### src/rtl/sample_coding_pkg.sv
// Symbol coding shared by the sample coder and sample_decoder.
// One data bit per 2-bit symbol; any symbol with the MSB set is illegal.
package sample_coding_pkg;

    localparam logic [1:0] SYM_ZERO = 2'b00;
    localparam logic [1:0] SYM_ONE  = 2'b01;

    localparam int DEF_WIDTH = 8;
    localparam int DEF_ERR_W = 16;

    typedef enum logic {
        OUT_EMPTY = 1'b0,
        OUT_FULL  = 1'b1
    } out_state_t;

    function automatic logic is_violation(input logic [1:0] s);
        return s[1];
    endfunction

    function automatic logic sym_bit(input logic [1:0] s);
        return s[0];
    endfunction

    function automatic logic [1:0] encode_bit(input logic b);
        return b ? SYM_ONE : SYM_ZERO;
    endfunction

endpackage

### src/rtl/sample_deser.sv
// LSB-first bit deserialiser: acc, bit counter and completion pulse.
// An illegal symbol discards the partial word and restarts at bit 0.
module sample_deser
    import sample_coding_pkg::*;
#(
    parameter int WIDTH = DEF_WIDTH
) (
    input  logic             clk,
    input  logic             rst,
    input  logic             stb,
    input  logic [1:0]       sym,
    output logic             done,
    output logic [WIDTH-1:0] word
);

    localparam int CW = $clog2(WIDTH);

    logic [WIDTH-1:0] acc;
    logic [CW-1:0]    cnt;
    logic             legal;
    logic             bad;
    logic             last;

    assign bad   = stb & is_violation(sym);
    assign legal = stb & ~is_violation(sym);
    assign last  = (cnt == CW'(WIDTH - 1));
    assign done  = legal & last;

    // The final bit bypasses acc so the word is ready in the strobe cycle.
    assign word = {sym_bit(sym), acc[WIDTH-2:0]};

    always_ff @(posedge clk) begin
        if (rst) begin
            acc <= '0;
            cnt <= '0;
        end else if (bad) begin
            acc <= '0;
            cnt <= '0;
        end else if (legal) begin
            acc[cnt] <= sym_bit(sym);
            cnt      <= last ? '0 : cnt + 1'b1;
        end
    end

endmodule

### src/rtl/sample_decoder.sv
// Sample symbol decoder: deserialiser, one-entry output buffer, error flags.
// Define SAMPLE_DECODER_ERRCNT_EN to implement the err_count counter.
module sample_decoder
    import sample_coding_pkg::*;
#(
    parameter int WIDTH = DEF_WIDTH,
    parameter int ERR_W = DEF_ERR_W
) (
    input  logic             sys_clk,
    input  logic             sys_rst,
    input  logic             sym_stb,
    input  logic [1:0]       sym,
    output logic [WIDTH-1:0] word_o,
    output logic             word_valid,
    input  logic             word_ready,
    output logic             violation,
    output logic             overflow,
    input  logic             err_clr,
    output logic [ERR_W-1:0] err_count
);

    logic             done;
    logic [WIDTH-1:0] new_word;
    logic             viol_ev;
    logic             ovf_ev;
    logic             load;
    logic             drain;
    out_state_t       state;
    out_state_t       state_nxt;

    sample_deser #(
        .WIDTH (WIDTH)
    ) u_deser (
        .clk  (sys_clk),
        .rst  (sys_rst),
        .stb  (sym_stb),
        .sym  (sym),
        .done (done),
        .word (new_word)
    );

    assign viol_ev    = sym_stb & is_violation(sym);
    assign word_valid = (state == OUT_FULL);
    assign drain      = word_valid & word_ready;

    always_comb begin
        state_nxt = state;
        load      = 1'b0;
        ovf_ev    = 1'b0;
        unique case (state)
            OUT_EMPTY: begin
                if (done) begin
                    load      = 1'b1;
                    state_nxt = OUT_FULL;
                end
            end
            OUT_FULL: begin
                if (done && word_ready) begin
                    load = 1'b1;
                end else if (done) begin
                    ovf_ev = 1'b1;
                end else if (word_ready) begin
                    state_nxt = OUT_EMPTY;
                end
            end
            default: state_nxt = OUT_EMPTY;
        endcase
    end

    always_ff @(posedge sys_clk) begin
        if (sys_rst) begin
            state  <= OUT_EMPTY;
            word_o <= '0;
        end else begin
            state <= state_nxt;
            if (load) begin
                word_o <= new_word;
            end
        end
    end

    // A new event in the err_clr cycle wins over the clear.
    always_ff @(posedge sys_clk) begin
        if (sys_rst) begin
            violation <= 1'b0;
            overflow  <= 1'b0;
        end else begin
            if (viol_ev) begin
                violation <= 1'b1;
            end else if (err_clr) begin
                violation <= 1'b0;
            end
            if (ovf_ev) begin
                overflow <= 1'b1;
            end else if (err_clr) begin
                overflow <= 1'b0;
            end
        end
    end

`ifdef SAMPLE_DECODER_ERRCNT_EN
    logic [ERR_W-1:0] err_q;

    always_ff @(posedge sys_clk) begin
        if (sys_rst) begin
            err_q <= '0;
        end else if (viol_ev && err_clr) begin
            err_q <= ERR_W'(1);
        end else if (viol_ev) begin
            if (err_q != '1) begin
                err_q <= err_q + 1'b1;
            end
        end else if (err_clr) begin
            err_q <= '0;
        end
    end

    assign err_count = err_q;
`else
    assign err_count = '0;
`endif

    // drain is informational for readers of the FSM; keep it referenced.
    logic unused_drain;
    assign unused_drain = drain;

endmodule

### config.mk
export PLATFORM = sky130hd
export DESIGN_NAME = sample_decoder
export DESIGN_NICKNAME = d
export VERILOG_FILES = /design/src/rtl/sample_coding_pkg.sv /design/src/rtl/sample_deser.sv /design/src/rtl/sample_decoder.sv
export SDC_FILE = /design/constraint.sdc
export NUM_CORES = 1
export LEC_CHECK = 0
export ABC_CLOCK_PERIOD_IN_PS = 1690
export CORE_MARGIN = 5
export CORE_UTILIZATION = 45
export DETAILED_ROUTE_END_ITERATION = 12
export HOLD_SLACK_MARGIN = 0.12
export PLACE_DENSITY_LB_ADDON = 0.15
export RECOVER_POWER = 50
export SKIP_CTS_REPAIR_TIMING = 1
export SLEW_MARGIN = 5
export SYNTH_ARGS = -nofsm -noshare
export SYNTH_HDL_FRONTEND = slang
export SYNTH_SLANG_ARGS = --single-unit
### constraint.sdc
create_clock -name sys_clk -period 1.69 [get_ports sys_clk]
set_clock_uncertainty 0.1 [all_clocks]
set_input_delay 0.507 -clock sys_clk [delete_from_list [all_inputs] [get_ports sys_clk]]
set_output_delay 0.507 -clock sys_clk [all_outputs]
set_load 0.02 [all_outputs]
==> results of run 1 <==
[cell type report]
type	instances	area (um^2)	share of cell area, %
sequential	21	420.4	33.57
clock buffer	4	26.28	2.098
multi-input combinational	88	545.5	43.56
inverter	1	3.754	0.2997
tap	28	35.03	2.797
timing repair buffer	29	221.5	17.68
[metal layers]
layer,up-vias,share of wire (%),wire [um],track usage [%]
li1,403,-,-,-
met4,0,0.84,17,3.883
met2,18,48,980,19.78
met3,2,4.9,99,1.974
met1,363,46,930,15.45
met5,-,0,0,0
[layout by cell type (no fill, tap or decap), drive strengths merged, types with 5 or more instances in the layout]
| master | Yosys | layout |
|---|---|---|
| nand2b | 18 | 18 |
| clkdlybuf4s50 | 0 | 6 |
| conb | 1 | 16 |
| buf | 18 | 11 |
| clkbuf | 2 | 14 |
| nand2 | 11 | 11 |
| a21oi | 5 | 5 |
| dfxtp | 21 | 21 |
| mux2i | 15 | 15 |
| nor2 | 6 | 6 |
[worst max-delay path, stage by stage]
cell and delay [ps]:
clkdlybuf4s50_1 500, nor2b_1 170, and3b_1 220, buf_12 140, mux2i_1 180
[synthesized netlist by cell type, drive strengths merged]
cell and count:
nand3 4, nand2b 18, conb 1, and3b 1, dfxtp 21, nand2 11
mux2i 15, ha 2, nor3b 1, a22oi 1, a32oi 1, and2b 1
inv 1, buf 18, nor2b 4, nor2 6, clkbuf 2, a21oi 5
nand3b 2
[registers in the layout (all words and copies together), names as in the netlist]
register / cells
word_o: 8
u_deser.acc: 7
u_deser.cnt: 3
overflow: 1
violation: 1
word_valid: 1
[stage by stage]
stage / cell area, um^2 / instances
3_3_place_gp: 1280 / 167
2_1_floorplan: 1122 / 130
4_1_cts: 1306 / 171
6_report: 1252 / 171
5_1_grt: 1252 / 171
3_5_place_dp: 1280 / 167
[power by group]
| part | internal (mW) | switching [mW] | total (mW) |
|---|---|---|---|
| sequential | 0.499 | 0.00243 | 0.502 |
| clock | 0.0917 | 0.144 | 0.236 |
| combinational | 0.0434 | 0.0678 | 0.111 |
| total | 0.634 | 0.215 | 0.849 |
[logic make-up (layout without fill, tap and decap cells)]
group | Yosys count | count (layout) | synth area share [%]
and+or+nand+nor | 48 | 48 | 25.12
DFF | 21 | 21 | 39.44
buffers and inverters | 21 | 34 | 14.44
muxes | 15 | 15 | 14.08
AOI/OAI and AO/OA | 7 | 7 | 4.226
adders and majority gates | 2 | 2 | 2.347
other | 1 | 16 | 0.3518
[path summary, 6_finish.rpt]
path	slack, ps	end	cells past startpoint
hold reg to reg	370	u_deser.acc[5]	2
setup / recovery	100	word_o[0]	5
setup reg to reg	220	word_o[0]	5
hold / removal	370	u_deser.acc[5]	2
==> impl_metrics.py, run 1 <==
metrics = {
    "finish": {
        "finalCoreUtilization_pct": 56.08,
        "nets": 153,
        "fillCellCount": 237,
        "area_growth_pct": 17.49,
        "antenna_cells": 0,
        "drive_gt1_share_pct": 11.89,
    },
    "global_routing": {
        "overflow": 0,
        "grt_pass1_vias": 726,
        "grt_use_total_pct": 11.83,
        "antenna_found_initial": 0,
        "grt_max_degree": 16,
        "grt_pass1_wl_mm": 3.201,
    },
    "drt": {
        "vias": 786,
        "viasPerCell": 4.596,
        "wl_per_cell_um": 11.85,
        "first_pass_iters": 4,
        "final_antenna_net_count": 0,
        "first_iter_violations": 18,
        "wirelength_mm": 2.027,
        "drcViolationCount": 0,
    },
    "worst_hold_path": {
        "hold_path_class": "reg -> reg",
        "min_from": "u_deser.acc[5]",
    },
    "sta": {
        "setup_viol": 0,
        "max_freq_mhz": 628.4,
        "tns_ps": 0,
        "rsz0062_at_grt": "no",
        "drv_slew": 0,
        "hold_viol": 0,
        "min_period_ps": 1591,
        "timing.final.ws_setup_ps": 98.61,
        "fin_crit_sh_pct": 94.17,
        "hold-worst-slack_ps": 372.7,
    },
    "place": {
        "finalWeightedCongestion": 0.7992,
        "place_hpwl_mm": 1.576,
        "place_ws_ps": -225.3,
        "io_buffers": 17,
    },
    "power": {
        "power_density_nw_per_um2": 677.6,
        "leakagePower_nw": 0.5655,
        "ir_drop_mv": 0.3692,
        "power_mw": 0.8487,
    },
    "die": {
        "die_width_um": 58.67,
        "start_util_pct": 47.73,
        "core_area_um2": 2233,
        "die_h_um": 58.67,
        "num_io_pins": 34,
        "dieArea_um2": 3442,
        "rows": 17,
    },
    "run_status": {
        "outcome": "finished, final reports clean",
    },
    "worst_setup_path": {
        "critPathCaptureType": "flip-flop",
        "start_kind": "input port",
        "critPathMaxFanout": 8,
        "cp.arrival_ps": 1720,
        "path_class": "in -> reg",
        "reg2reg_from": "u_deser.cnt[0]",
        "crit_path_start": "sym_stb",
        "worstPathRequired_ps": 1820,
    },
    "synthesis": {
        "ys_types": 22,
        "synth.avg_cell_area_um2": 9.270,
        "synth_cells": 115,
        "ys_top_cells_by_area": "dfxtp_1 39%, mux2i_1 14%, buf_4 11%",
        "synth_top_cell_by_area": "dfxtp_1",
        "synth_top_area_share_pct": 39.44,
        "yosys_warnings": 0,
        "syn_area_um2": 1066,
        "yosysSeqAreaShare_pct": 39.44,
        "ys_ff_latch": 21,
    },
    "cts": {
        "clock_sinks": 21,
        "clk_path_buf_depth": 2,
        "insertion_delay_ps": 290,
        "cts_tree": "done",
        "root_buffer": "clkbuf_4",
        "cts_buffers": 3,
        "path_clk_slew_ps": 110,
        "htreeDepth": 1,
    },
    "job": {
        "cap_violations": 0,
    },
}
No activity file was read; power rests on OpenSTA's default activity.
==> run 2, diff against run 1 <==
--- a/config.mk
+++ b/config.mk
@@ -5,9 +5,9 @@
 export SDC_FILE = /design/constraint.sdc
 export NUM_CORES = 1
 export LEC_CHECK = 0
-export ABC_CLOCK_PERIOD_IN_PS = 1690
+export ABC_CLOCK_PERIOD_IN_PS = 1400
 export CORE_MARGIN = 5
-export CORE_UTILIZATION = 45
+export CORE_UTILIZATION = 41
 export DETAILED_ROUTE_END_ITERATION = 12
 export HOLD_SLACK_MARGIN = 0.12
 export PLACE_DENSITY_LB_ADDON = 0.15
==> constraint.sdc (replaced) <==
create_clock -name sys_clk -period 1.4 [get_ports sys_clk]
set_clock_uncertainty 0.1 [all_clocks]
set_input_delay 0.42 -clock sys_clk [delete_from_list [all_inputs] [get_ports sys_clk]]
set_output_delay 0.42 -clock sys_clk [all_outputs]
set_load 0.02 [all_outputs]
==> impl_metrics.py, run 2 (same netlist as run 1, synthesis figures left out) <==
metrics = {
    "run_status": {
        "outcome": "finished, final reports clean",
    },
    "die": {
        "die_h_um": 60.99,
        "rows": 18,
        "num_io_pins": 34,
        "start_util_pct": 43.03,
        "dieArea_um2": 3720,
        "die_width_um": 60.99,
        "core_area_um2": 2477,
    },
    "drt": {
        "first_iter_violations": 18,
        "wirelength_mm": 1.915,
        "wl_per_cell_um": 10.94,
        "viasPerCell": 4.469,
        "vias": 782,
        "first_pass_iters": 4,
        "final_antenna_net_count": 0,
        "drcViolationCount": 0,
    },
    "finish": {
        "area_growth_pct": 22.89,
        "top_register": "word_o",
        "largestRegisters": "word_o x8, u_deser.acc x7, u_deser.cnt x3",
        "antenna_cells": 0,
        "drive_gt1_share_pct": 25.52,
        "nets": 155,
        "final_cell_mix": "19 x dfxtp_1, 18 x nand2b_1, 16 x conb_1",
        "stdcell_count": 175,
        "final_common_cell": "dfxtp_1",
        "largest_register_ffs": 8,
    },
    "cts": {
        "insertion_delay_ps": 300,
        "clk_path_buf_depth": 2,
        "cts_tree": "done",
        "clock_sinks": 21,
        "cts_buffers": 3,
        "path_clk_slew_ps": 110,
        "htreeDepth": 1,
        "root_buffer": "clkbuf_4",
    },
    "power": {
        "p_sw_mw": 0.2643,
        "combPwrFrac_pct": 12.9,
        "intPower_mw": 0.7650,
        "leakagePower_nw": 0.6012,
        "power_density_nw_per_um2": 785.7,
        "seq_power_share_pct": 58.9,
        "clkPwrFrac_pct": 28.2,
        "ir_drop_mv": 0.6155,
        "p_sw_share_pct": 25.68,
        "power_mw": 1.029,
    },
    "global_routing": {
        "grt_max_degree": 17,
        "antenna_found_initial": 0,
        "grt_pass1_wl_mm": 3.091,
        "grt_pass1_vias": 706,
        "overflow": 0,
        "grt_use_total_pct": 11.24,
    },
    "worst_setup_path": {
        "critPathMaxFanout": 2,
        "path_class": "reg -> out",
        "critPathTopFamily": "flip-flops",
        "rrSetupSlack_ps": 80,
        "cp.arrival_ps": 830,
        "critPathCaptureType": "output pin",
        "reg2reg_depth": 5,
        "timing.critical_path.to": "word_o[6]",
        "worstReg2RegEnd": "word_o[4]",
        "start_kind": "flip-flop",
        "crit_path_start": "word_o[6]",
        "worstPathRequired_ps": 880,
        "worst-path-buf-inv": 1,
        "reg2reg_from": "u_deser.cnt[1]",
        "slowest_delay_ps": 350,
        "crit_chain": "clkbuf_2",
        "crit_path_top_delay_cell": "dfxtp_1",
        "crit_cells": 1,
    },
    "place": {
        "finalWeightedCongestion": 0.7587,
        "place_inst": 170,
        "place_hpwl_mm": 1.468,
        "io_buffers": 17,
    },
    "sta": {
        "setup_viol": 0,
        "tns_ps": 0,
        "fin_crit_sh_pct": 96.16,
        "drv_slew": 0,
        "hold_viol": 0,
        "min_period_ps": 1346,
        "max_freq_mhz": 742.8,
    },
    "worst_hold_path": {
        "hold_path_class": "reg -> reg",
    },
    "job": {
        "cap_violations": 0,
    },
}
run 2: cell types whose count changed in the layout (fill, tap and decap cells not counted), moves of 2 or more:
cell / change
clkbuf_1: -9
clkbuf_2: +9
buf_4: +3
clkdlybuf4s50_1: -3
buf_6: +2
dfxtp_1: -2
dfxtp_2: +2
ha_1: -2
ha_4: +2
nor2b_1: -2
run 2: layout make-up:
class | instances | area (um^2)
fill | 232 | 1167
multi-input combinational | 88 | 581.8
sequential | 21 | 422.9
timing repair buffer | 31 | 237.7
tap | 30 | 37.54
clock buffer | 4 | 26.28
inverter | 1 | 3.754
run 2: worst min-delay path, delay by kind of cell (launching register included):
family           cells  cell delay [ps]
multiplexers         1               50
flip-flops           1              330
AND/OR/NAND/NOR      1               50
run 2: how the worst min path moves through the flow:
stage	startpoint	depth (start not counted)	slack (ps)	end
floorplan	u_deser.acc[0]	2	340	u_deser.acc[0]
global placement	u_deser.acc[1]	2	350	u_deser.acc[1]
detailed placement	u_deser.acc[4]	2	350	u_deser.acc[4]
CTS	u_deser.acc[4]	2	370	u_deser.acc[4]
global route	u_deser.acc[0]	2	390	u_deser.acc[0]
finish	u_deser.acc[1]	2	370	u_deser.acc[1]
run 2: per-layer routing:
metal  part of all wire, %  track usage (%)  vias up  routed length [um]
li1                      -                -      401                   -
met1                    46            14.41      357                 884
met2                    45            17.10       22                 861
met3                   7.8            4.681        2                 150
met4                  0.99            3.715        0                  19
met5                     0                0        -                   0
run 2: stage by stage:
stage               cell area (um^2)  utilization (%)  setup slack (ps)  hold WS [ps]
floorplan                       1125                -            0.6046         338.9
global placement                1280            51.67            -365.0         352.8
detailed placement              1280            51.67            -396.9         352.4
CTS                             1306            52.73            -401.3         369.6
global route                    1310            52.88           -0.7742         389.4
finish                          1310            52.88             53.76         367.3
run 2: power by group through the flow:
| stage | Sequential (mW) | Combinational [mW] | Clock [mW] |
|---|---|---|---|
| after floorplan | 0.622 | 0.114 | 0 |
| after global placement | 0.619 | 0.130 | 0 |
| after detailed placement | 0.619 | 0.131 | 0 |
| after CTS | 0.605 | 0.132 | 0.307 |
| after global routing | 0.608 | 0.147 | 0.333 |
| final | 0.606 | 0.133 | 0.290 |
